$ cat src/rtl/cpu_pkg.sv
// Shared CPU definitions: flag bit positions and default register-file sizing.
// No logic; constants only.
// No flow control.
package cpu_pkg;

    // Bit positions inside the flags register
    localparam int FLAG_CARRY    = 0;
    localparam int FLAG_ZERO     = 1;
    localparam int FLAG_SIGN     = 2;
    localparam int FLAG_OVERFLOW = 3;

    // Default sizing and reset values for the register file
    localparam int              DEF_DATA_W     = 8;
    localparam int              DEF_PC_W       = 16;
    localparam logic [15:0]     DEF_RESET_PC   = 16'h0000;
    localparam logic [7:0]      DEF_SP_RESET   = 8'hFF;
    localparam logic [7:0]      DEF_STACK_PAGE = 8'h01;

endpackage

$ cat src/rtl/cpu_stack_ptr.sv
// Bounded stack pointer with push/pop, stack address generation and sticky errors.
// stack_addr is combinational from SP and the request; SP updates at the next edge.
// No backpressure: an out-of-range push/pop is dropped and flagged instead of stalled.
module cpu_stack_ptr
    import cpu_pkg::*;
#(
    parameter int                DATA_W     = DEF_DATA_W,
    parameter int                PC_W       = DEF_PC_W,
    parameter logic [DATA_W-1:0] SP_RESET   = DATA_W'(DEF_SP_RESET),
    parameter logic [DATA_W-1:0] STACK_PAGE = DATA_W'(DEF_STACK_PAGE)
) (
    input  logic              clk,
    input  logic              reset,
    input  logic              sp_push,
    input  logic              sp_pop,
    input  logic              sp_write,
    input  logic [DATA_W-1:0] wr_data,
    input  logic              err_clr,
    output logic [DATA_W-1:0] sp_out,
    output logic [PC_W-1:0]   stack_addr,
    output logic              stack_ovf,
    output logic              stack_unf
);

    localparam int PAGE_W = PC_W - DATA_W;
    localparam logic [PAGE_W-1:0] PAGE_BITS = PAGE_W'(STACK_PAGE);

    logic [DATA_W-1:0] sp_q;
    logic              ovf_q;
    logic              unf_q;
    logic              push_only;
    logic              pop_only;
    logic              ovf_evt;
    logic              unf_evt;
    logic [DATA_W-1:0] sp_plus1;

    // A simultaneous push and pop cancels out: no move, no error.
    assign push_only = sp_push & ~sp_pop;
    assign pop_only  = sp_pop & ~sp_push;
    assign sp_plus1  = sp_q + DATA_W'(1);

    // An explicit SP write overrides the stack operation, so no error is raised then.
    assign ovf_evt = ~sp_write & push_only & (sp_q == '0);
    assign unf_evt = ~sp_write & pop_only & (sp_q == SP_RESET);

    // Pop reads the slot above SP; push and idle address the slot at SP.
    assign stack_addr = pop_only ? {PAGE_BITS, sp_plus1} : {PAGE_BITS, sp_q};

    // SP register and sticky errors; a new error beats err_clr in the same cycle.
    always_ff @(posedge clk) begin
        if (reset) begin
            sp_q  <= SP_RESET;
            ovf_q <= 1'b0;
            unf_q <= 1'b0;
        end else begin
            if (sp_write) begin
                sp_q <= wr_data;
            end else if (push_only && !ovf_evt) begin
                sp_q <= sp_q - DATA_W'(1);
            end else if (pop_only && !unf_evt) begin
                sp_q <= sp_plus1;
            end
            ovf_q <= ovf_evt | (ovf_q & ~err_clr);
            unf_q <= unf_evt | (unf_q & ~err_clr);
        end
    end

    assign sp_out    = sp_q;
    assign stack_ovf = ovf_q;
    assign stack_unf = unf_q;

endmodule

$ cat src/rtl/cpu_regfile_param.sv
// CPU register file: GPR bank (2R/1W), PC unit, stack pointer, flags and IR.
// Reads are zero-latency combinational; all state updates at the next rising edge.
// No backpressure; REGFILE_BYPASS_EN adds same-cycle write-to-read forwarding.
module cpu_regfile_param
    import cpu_pkg::*;
#(
    parameter int                DATA_W     = DEF_DATA_W,
    parameter int                NUM_REGS   = 4,
    parameter int                RADDR_W    = 2,
    parameter int                PC_W       = DEF_PC_W,
    parameter logic [PC_W-1:0]   RESET_PC   = PC_W'(DEF_RESET_PC),
    parameter logic [DATA_W-1:0] SP_RESET   = DATA_W'(DEF_SP_RESET),
    parameter logic [DATA_W-1:0] STACK_PAGE = DATA_W'(DEF_STACK_PAGE)
) (
    input  logic               clk,
    input  logic               reset,
    input  logic [RADDR_W-1:0] rd_addr_a,
    output logic [DATA_W-1:0]  rd_data_a,
    input  logic [RADDR_W-1:0] rd_addr_b,
    output logic [DATA_W-1:0]  rd_data_b,
    input  logic               wr_en,
    input  logic [RADDR_W-1:0] wr_addr,
    input  logic [DATA_W-1:0]  wr_data,
    input  logic               pc_inc,
    input  logic               pc_load,
    input  logic [PC_W-1:0]    pc_load_val,
    input  logic               pc_rel,
    input  logic [DATA_W-1:0]  pc_offset,
    output logic [PC_W-1:0]    pc_out,
    input  logic               sp_push,
    input  logic               sp_pop,
    input  logic               sp_write,
    output logic [DATA_W-1:0]  sp_out,
    output logic [PC_W-1:0]    stack_addr,
    output logic               stack_ovf,
    output logic               stack_unf,
    input  logic               err_clr,
    input  logic               ir_write,
    output logic [DATA_W-1:0]  ir_out,
    input  logic [DATA_W-1:0]  flags_mask,
    input  logic [DATA_W-1:0]  flags_in,
    output logic [DATA_W-1:0]  flags_out
);

    logic [DATA_W-1:0] regs_q [NUM_REGS];
    logic [PC_W-1:0]   pc_q;
    logic [DATA_W-1:0] ir_q;
    logic [DATA_W-1:0] flags_q;
    logic              wr_vld;
    logic [PC_W-1:0]   pc_offset_sext;

    // Addresses beyond the populated bank are ignored on write.
    assign wr_vld = wr_en && (int'(wr_addr) < NUM_REGS);

    assign pc_offset_sext = {{(PC_W-DATA_W){pc_offset[DATA_W-1]}}, pc_offset};

    // GPR bank write
    always_ff @(posedge clk) begin
        if (reset) begin
            for (int i = 0; i < NUM_REGS; i++) begin
                regs_q[i] <= '0;
            end
        end else if (wr_vld) begin
            regs_q[wr_addr] <= wr_data;
        end
    end

    // Read ports: unpopulated addresses return zero, optional write-through forwarding
    always_comb begin
        rd_data_a = '0;
        rd_data_b = '0;
        if (int'(rd_addr_a) < NUM_REGS) begin
            rd_data_a = regs_q[rd_addr_a];
        end
        if (int'(rd_addr_b) < NUM_REGS) begin
            rd_data_b = regs_q[rd_addr_b];
        end
`ifdef REGFILE_BYPASS_EN
        if (wr_vld && (rd_addr_a == wr_addr)) begin
            rd_data_a = wr_data;
        end
        if (wr_vld && (rd_addr_b == wr_addr)) begin
            rd_data_b = wr_data;
        end
`endif
    end

    // Program counter: load beats relative branch beats increment; wraps modulo 2**PC_W
    always_ff @(posedge clk) begin
        if (reset) begin
            pc_q <= RESET_PC;
        end else if (pc_load) begin
            pc_q <= pc_load_val;
        end else if (pc_rel) begin
            pc_q <= pc_q + pc_offset_sext;
        end else if (pc_inc) begin
            pc_q <= pc_q + PC_W'(1);
        end
    end

    // Instruction register and per-bit masked flags update
    always_ff @(posedge clk) begin
        if (reset) begin
            ir_q    <= '0;
            flags_q <= '0;
        end else begin
            if (ir_write) begin
                ir_q <= wr_data;
            end
            flags_q <= (flags_q & ~flags_mask) | (flags_in & flags_mask);
        end
    end

    cpu_stack_ptr #(
        .DATA_W     (DATA_W),
        .PC_W       (PC_W),
        .SP_RESET   (SP_RESET),
        .STACK_PAGE (STACK_PAGE)
    ) u_stack_ptr (
        .clk        (clk),
        .reset      (reset),
        .sp_push    (sp_push),
        .sp_pop     (sp_pop),
        .sp_write   (sp_write),
        .wr_data    (wr_data),
        .err_clr    (err_clr),
        .sp_out     (sp_out),
        .stack_addr (stack_addr),
        .stack_ovf  (stack_ovf),
        .stack_unf  (stack_unf)
    );

    assign pc_out    = pc_q;
    assign ir_out    = ir_q;
    assign flags_out = flags_q;

endmodule

$ cat config.mk
export PLATFORM = sky130hd
export DESIGN_NAME = cpu_regfile_param
export DESIGN_NICKNAME = d
export VERILOG_FILES = /design/src/rtl/cpu_pkg.sv /design/src/rtl/cpu_stack_ptr.sv /design/src/rtl/cpu_regfile_param.sv
export SDC_FILE = /design/constraint.sdc
export NUM_CORES = 1
export LEC_CHECK = 0
export ABC_AREA = 1
export CAP_MARGIN = 40
export CORE_MARGIN = 2
export CORE_UTILIZATION = 38
export DETAILED_ROUTE_END_ITERATION = 7
export HOLD_SLACK_MARGIN = 0.03
export PLACE_DENSITY = 0.69
export SLEW_MARGIN = 20
export SYNTH_ARGS = -nofsm -noshare
export SYNTH_HDL_FRONTEND = slang
export SYNTH_SLANG_ARGS = --single-unit
$ cat constraint.sdc
create_clock -name clk -period 2.3 [get_ports clk]
set_input_delay 0.46 -clock clk [delete_from_list [all_inputs] [get_ports clk]]
set_output_delay 0.46 -clock clk [all_outputs]
set_load 0.01 [all_outputs]
### Yosys cells after proc, flatten, opt, wreduce, memory -nomap -nowiden

Memory sizes are Yosys's and may differ from the RTL's.
Cells that the tools add are included.

* reductions and logical operators: 8
* equal/unequal tests: 1
* muxes and demuxes: 15
* add/subtract/negate cells: 4
* bitwise operators: 18

Operator list (number)
* 16-bit 2-to-1 mux: 3
* 8-bit 2-to-1 mux: 5
* 16-bit by 1-bit adder with 16-bit output, second input constant: 1
* 16-bit adder: 1
* 8-bit bitwise AND: 2
* 8-bit by 1-bit adder with 8-bit output, second input constant: 1
* 1-bit bitwise AND: 8
* 8-bit equality test, second input constant: 1
* 8-bit zero test: 1
* 8-bit NOT: 1
* 8-bit OR: 1
* 8-bit OR reduction: 1
* 8-bit by 1-bit subtractor with 8-bit output, second input constant: 1
* 1-bit 2-to-1 mux: 6
* 3-bit nonzero test: 2
* 1-bit NOT: 4
* 1-bit logical AND: 2
* 1-bit zero test: 2
* 2-bit 2-to-1 mux: 1
* 1-bit OR: 2

* register bits: 42
* memories: 1
* output and inout port bits: 74
* RAM bits: 32
* word-level logic and storage cells: 53
* input port bits: 65

Memories
* regs_q: depth 4, width 8, read ports 2, clocked after Yosys merged registers in 0, wr ports 4, RTL line cpu_regfile_param.sv:45 `logic [DATA_W-1:0] regs_q [NUM_REGS];`

### Longest topological paths before layout

* word-level depth: 9
* depth in mapped cells: 15

### Modules after synthesis

Synthesis repeated with hierarchy kept, for this count alone.

* cells, all modules: 739
* area, all modules: 4939.7 um^2

Modules (own cells, without submodules)
* cpu_regfile_param: cells an instance 524, instances 1, area an instance 3767.4 um^2, sequential area each 1601.5 um^2
* cpu_stack_ptr: cells an instance 215, instances 1, area an instance 1172.4 um^2, sequential area each 200.2 um^2

### Least setup slack after synthesis

Ideal clock, no wire load.

* path type: input-to-reg
* start: input port pc_rel
* end: register pc_q[12], in the netlist pc_out[12]
* data required time: 2229 ps
* cell stages on the path: 14
* arrival: 2171 ps
* slack: 57 ps
* path buffers: 2
* cell sequence: buf_6 -> buf_4 -> nand2_1 -> ha_1 -> fa_1 -> nand3_1 -> nand2_1 -> a21boi_1 -> o21ai_1 -> nand2_1 -> nand2_1 -> nand2_1 -> nand3_1 -> a21oi_1

* longest elaborated chain between the ends: 2
* elaborated cells on any way between the ends: 3
* those cells by class: mux: 2; reduce/logical: 1

RTL lines
* from (decl): RTL line cpu_regfile_param.sv:27 `input logic pc_rel,`
* 16-bit 2-to-1 mux: RTL line cpu_regfile_param.sv:94 `end else if (pc_rel) begin`
* 16-bit 2-to-1 mux: RTL line cpu_regfile_param.sv:92 `end else if (pc_load) begin`
* to (signal assigned): RTL line cpu_regfile_param.sv:93 `pc_q <= pc_load_val;`
* to (signal assigned): RTL line cpu_regfile_param.sv:95 `pc_q <= pc_q + pc_offset_sext;`
* to (signal assigned): RTL line cpu_regfile_param.sv:97 `pc_q <= pc_q + PC_W'(1);`
* to (decl): RTL line cpu_regfile_param.sv:46 `logic [PC_W-1:0] pc_q;`

Parallel ways exist; a longest one is shown, timed or not.
A chain may end at the register's enable or synchronous reset.

### Final worst setup path

* start: input port rd_addr_a[0]
* end: output port rd_data_a[0]

* longest elaborated chain between the ends: 1

RTL lines
* from (decl): RTL line cpu_regfile_param.sv:17 `input logic [RADDR_W-1:0] rd_addr_a,`
* memory 4 x 8 bit
* to (decl): RTL line cpu_regfile_param.sv:18 `output logic [DATA_W-1:0] rd_data_a,`

Every way passes these cells.

==> flow_summary.json <==
{
  "core_um2": 12000,
  "htreeDepth": 3,
  "drt_iter0_markers": 575,
  "critPathKind": "input port to primary output",
  "p_per_area_nw_per_um2": 605,
  "leakage_nw": 3.02,
  "fin_ws_ns": 0.0514,
  "synth_top_family_by_area": "simple AND/OR/NAND/NOR gates",
  "finalInstanceArea_um2": 6750,
  "worst_pin_slew_ns": 0.540,
  "grt_max_degree": 18,
  "highest_layer": "met4",
  "maxSlewViolCount": 0,
  "multi_input_area_um2": 2430,
  "dpl-instance-area_um2": 6470,
  "ys_async_sr_fraction_pct": 0,
  "start_kind": "input port",
  "grt_pass1_wl_um": 23400,
  "ys.flop_type": "dfxtp_1",
  "seq_area_frac_synth_pct": 38.6,
  "critPathSlowestCell": "clkdlybuf4s50_1",
  "final_core_util_pct": 56.2,
  "insertion_delay_ns": 0.33,
  "routabilityCongestion": 0.994,
  "layout.nets": 902,
  "cts.sinks": 74,
  "ant_nets": 0,
  "syn_to_final_growth_pct": 44.4,
  "seq_area_um2": 1800,
  "met1_length_um": 6330,
  "routed-wl-met3_um": 765,
  "critPathMaxFanout": 8,
  "post-route-drc-count": 0,
  "synth_cell_type_count": 37,
  "netlist_area_um2": 4670,
  "hp-class": "register to register",
  "fill_cells": 1101,
  "clockBufferDepth": 2,
  "synth_enable_flop_cells": 32,
  "cts_buffers": 9,
  "cts.clk_slew.worst_paths_ns": 0.07,
  "drive_above_1_share_pct": 15.9,
  "hpwl_um": 11200,
  "pre_cts_ws_ns": -0.432,
  "cap_violations": 0,
  "synthesis.instances": 645,
  "hold_depth": 2,
  "path_cells": "clkdlybuf4s50_1 -> inv_1 -> buf_4 -> o21ai_0 -> o22ai_1 -> dlygate4sd2_1",
  "cts-root-buf": "clkbuf_16",
  "postSynthAreaPerCell_um2": 7.24,
  "drt_wl_total_um": 14300,
  "reg2reg_depth": 10,
  "timing.hold.ws_ns": 0.480,
  "antenna_found_initial": 0,
  "fmaxAchievable_ghz": 0.445,
  "cts_tree": "built",
  "hold_viol_final": 0,
  "peakVddDrop_v": 0.000397,
  "met2_length_um": 7010,
  "die_w_um": 115,
  "first_global_vias": 4976,
  "slew_headroom_pct": 63.9,
  "gr-total-overflow": 0,
  "synthAdderAreaFrac_pct": 2.84,
  "finalClockSkew_ns": 0.00945,
  "dr.pass1.iters": 6,
  "die_y_um": 115,
  "num_io_pins": 139,
  "status": "finished, final reports clean",
  "diodes": 0,
  "synth-simple-area-share_pct": 27.1,
  "initial_core_util_pct": 38.9,
  "routedWlPerCell_um": 14.6,
  "die-area_um2": 13200,
  "routed_via_density": 5.18,
  "fin_crit_sh_pct": 97.8,
  "ys_warn_count": 0,
  "fin_setup_tns_ns": 0,
  "cpPeakStageDelay_ns": 0.52,
  "endpoint_kind": "primary output",
  "muxShareOfSynthArea_pct": 0,
  "yosys.area_share.xor_xnor_pct": 3.75,
  "row_count": 40,
  "cp.arrival_ns": 1.79,
  "ys_ff_latch": 74,
  "vias": 5070,
  "numPortBuffers": 130,
  "grt_use_total_pct": 21.9,
  "final-setup-viol-count": 0,
  "finalCriticalPeriod_ns": 2.25,
  "required_ns": 1.84,
  "synth_compound_area_share_pct": 17.4
}
final cells by class:
| cell class | count | area share (%) |
|---|---|---|
| clock buffers | 9 | 3.34 |
| clock inverters | 7 | 1.11 |
| inverters | 75 | 4.25 |
| multi-input cells | 471 | 36.0 |
| flip-flops and latches | 74 | 26.7 |
| well taps | 147 | 2.73 |
| repair buffers | 196 | 25.8 |
cells in the mapped netlist, drive strengths merged, types with 2 or more instances:
library cell	number	area share, %
o211ai	10	1.6
conb	2	0.16
a31oi	8	1.1
o22ai	16	2.1
xor2	18	3.4
nand2	140	13
clkbuf	15	1.2
edfxtp	32	21
buf	16	2.8
nand3	49	5.4
nor2	93	7.8
inv	74	5.9
a21oi	33	4.0
dfxtp	42	18
ha	9	2.4
o21ai	72	7.9
nand4	7	0.94
a41oi	2	0.38
xnor2	2	0.38
routing by layer:
metal | global-route usage, % | vias to the layer above
met3 | 3.80 | 24
met4 | 6.67 | 0
met5 | 0 | -
met2 | 38.0 | 199
met1 | 28.0 | 2352
li1 | - | 2495
repair_timing:
action	4_1_cts	5_1_grt
pin swaps	0	2
buffers inserted	2	0
hold buffers	0	0
gates resized for setup	36	23
setup endpoints to repair	29	15
report_power, final:
group / switching (mW) / total (mW) / internal [mW]
Clock: 0.576 / 1.43 / 0.850
Sequential: 0.0867 / 1.56 / 1.48
Combinational: 0.567 / 1.09 / 0.526
Total: 1.23 / 4.08 / 2.85
placed cells by master (no fill, tap or decap), types with 2 or more instances in the layout:
cell type          n
a21oi_1           29
a21oi_2            3
a31oi_1            8
a41oi_1            2
buf_4             66
clkbuf_16          9
clkbuf_2           5
clkdlybuf4s50_1  104
clkinv_2           2
clkinv_4           2
conb_1             8
dfxtp_1           40
dfxtp_2            2
dlygate4sd2_1     20
edfxtp_1          32
ha_1               9
inv_1             65
inv_2              9
inv_6              3
nand2_1          123
nand2_2           10
nand2_4            7
nand3_1           48
nand4_1            7
nor2_1            87
nor2_2             5
o211ai_1          10
o21ai_0           62
o21ai_1            8
o21ai_2            2
o22ai_1           16
xnor2_1            2
xor2_1            18
cells by family after synthesis:
family / after synthesis
AOI/OAI and AO/OA: 143
xor gates and xnor gates: 20
adders and majority gates: 10
buffers and inverters: 106
DFF: 74
other: 2
and+or+nand+nor: 290
worst max-delay path: cells and delay by family:
kind            cells  cell delay, ns
compound gates      2            0.28
buf+inv             4            1.05
worst paths after layout:
check        slack (ns)                  start               endpoint
min reg2reg        0.48  u_stack_ptr.stack_ovf  u_stack_ptr.stack_ovf
min                0.48  u_stack_ptr.stack_ovf  u_stack_ptr.stack_ovf
max reg2reg        0.48  u_stack_ptr.sp_out[0]  u_stack_ptr.sp_out[2]
max                0.05           rd_addr_a[0]           rd_data_a[0]
through the flow:
step / cells / power (mW)
2_1_floorplan: 651 / 2.13
3_3_place_gp: 961 / 2.68
3_5_place_dp: 961 / 2.70
4_1_cts: 979 / 4.10
5_1_grt: 979 / 4.29
6_report: 979 / 4.08
Note: power is estimated with default switching activity, not from simulation.
==> edit (same flow settings) <==
Add a define of `REGFILE_BYPASS_EN`.
--- a/src/rtl/cpu_regfile_param.sv
+++ b/src/rtl/cpu_regfile_param.sv
@@ -3,2 +3,4 @@
 // No backpressure; REGFILE_BYPASS_EN adds same-cycle write-to-read forwarding.
+`define REGFILE_BYPASS_EN
+
 module cpu_regfile_param
Behaviour: not the same (Yosys sat finds a counterexample within 4 cycles, from zero or initial values and one cycle with reset high).
==> edit against the original RTL <==
  * Largest cell class unchanged
  * Area after synthesis increased by 5.4%
  * Non-clock buffer count increased by 4
  * Worst setup slack improved by 0.036 ns
  * Core utilization increased by 0.32 points
  * Total power increased by 5.9%
  * Wire length increased by 2.8%
  * Final area increased by 5.7%
  * Die area increased by 5.2%
  * Sequential cell count unchanged
==> edit: results (changes against the original RTL) <==
[yosys]
synth_area_per_cell_um2 = 7.00  ; -3.3%
synth_edf_count = 32  ; unchanged
synthAdderAreaFrac_pct = 2.69  ; -0.15 points
synth-xor-area-share_pct = 4.27  ; +0.52 points
synth_compound_area_share_pct = 19.0  ; +1.6 points
yosys.cell_types.count = 36  ; -2.7%
ys_seq_area_share_pct = 36.6  ; -2.0 points
synth_area_leaders = edfxtp_1 (20%), dfxtp_1 (17%), nand2_1 (12%)
synth_common_cells = nand2_1 (153), inv_1 (82), nor2_1 (80)

[placement]
dp_hpwl_um = 11100  ; -1.3%
post-place-cells = 1036  ; +7.8%
gp_congestion = 0.935  ; -5.9%

[routing]
drt_iter0_markers = 332  ; -42%
routed_wl_um = 14700  ; +2.8%
dr.pass1.iters = 5  ; -1

[critical_path]
slowest_delay_ns = 0.31  ; -0.21 ns
critPathArrivalTime_ns = 1.75  ; -0.04 ns
crit_path_top_delay_cell = bufbuf_16

[grt]
grt_use_met2_pct = 35.9  ; -2.1 points
grt_usage_pct = 21.3  ; -0.62 points
grt_pass1_wl_um = 24000  ; +2.5%
grtUsageMet3_pct = 4.26  ; +0.47 points
first_global_vias = 4921  ; -1.1%
grt_max_degree = 33  ; +15
grt_util_met1_pct = 27.6  ; -0.42 points

[clocking]
cts_resized = 44  ; +22%
post_cts_buffers = 1  ; -1
clk_latency_ns = 0.33  ; about the same

[status]
outcome = completed

[timing]
fin_skew_ns = 0.00659  ; -0.00286 ns

[power_and_ir_drop]
ir_drop_v = 0.000287  ; -28%
internal-power_w = 0.00307  ; +7.6%
p_leak_nw = 3.25  ; +7.7%

[cells_and_area]
final_cells = 1055  ; +7.8%
num-nets-final = 953  ; +5.7%
drive_above_1_share_pct = 15.2  ; -0.69 points

[min_path]
min_path_type = flop to flop

==> edit: cell types whose count changed after synthesis, moves of 16 or more <==
cell     change
o21ai_0     -16
a21oi_1     +24
a31oi_1     +18
nand2_1     +29
o22ai_1     -16
==> edit: power groups by stage <==
| stage | clock network, W | logic, W | registers (W) |
|---|---|---|---|
| final | 0.00158 | 0.00119 | 0.00155 |
| after CTS | 0.00160 | 0.00118 | 0.00155 |
| after global placement | 0 | 0.00120 | 0.00158 |
| after floorplan | 0 | 0.000606 | 0.00159 |
| after detailed placement | 0 | 0.00121 | 0.00158 |
| after global routing | 0.00166 | 0.00132 | 0.00157 |
==> edit: through the flow <==
step | setup TNS [ns] | setup slack (ns) | area (um^2)
6_report | 0 | 0.0876 | 7130
5_1_grt | -0.0320 | -0.0320 | 7130
4_1_cts | 0 | 0.0192 | 7120
3_5_place_dp | -11.30 | -0.471 | 6790
3_3_place_gp | -10.87 | -0.461 | 6790
2_1_floorplan | 0 | 0.133 | 4950
==> edit: cell type report <==
class / instances / area (um^2)
repair buffers: 200 / 1840
well taps: 172 / 215
flip-flops and latches: 74 / 1810
clock buffers: 12 / 256
inverters: 88 / 330
clock inverters: 4 / 73.8
multi-input cells: 505 / 2610
fillers: 1222 / 5490
==> edit: final timing paths <==
kind	slack (ns)	end	cells past startpoint	start
min	0.47	u_stack_ptr.stack_unf	2	u_stack_ptr.stack_unf
max reg2reg	0.30	u_stack_ptr.sp_out[0]	11	u_stack_ptr.sp_out[0]
max	0.09	rd_data_b[2]	7	rd_addr_b[1]
min reg2reg	0.47	u_stack_ptr.stack_unf	2	u_stack_ptr.stack_unf
==> edit: layer usage <==
layer  routed length (um)  share of wire, %
met5                    0                 0
met4                  239               1.6
met3                  969               6.6
met2                 6930                47
met1                 6580                45
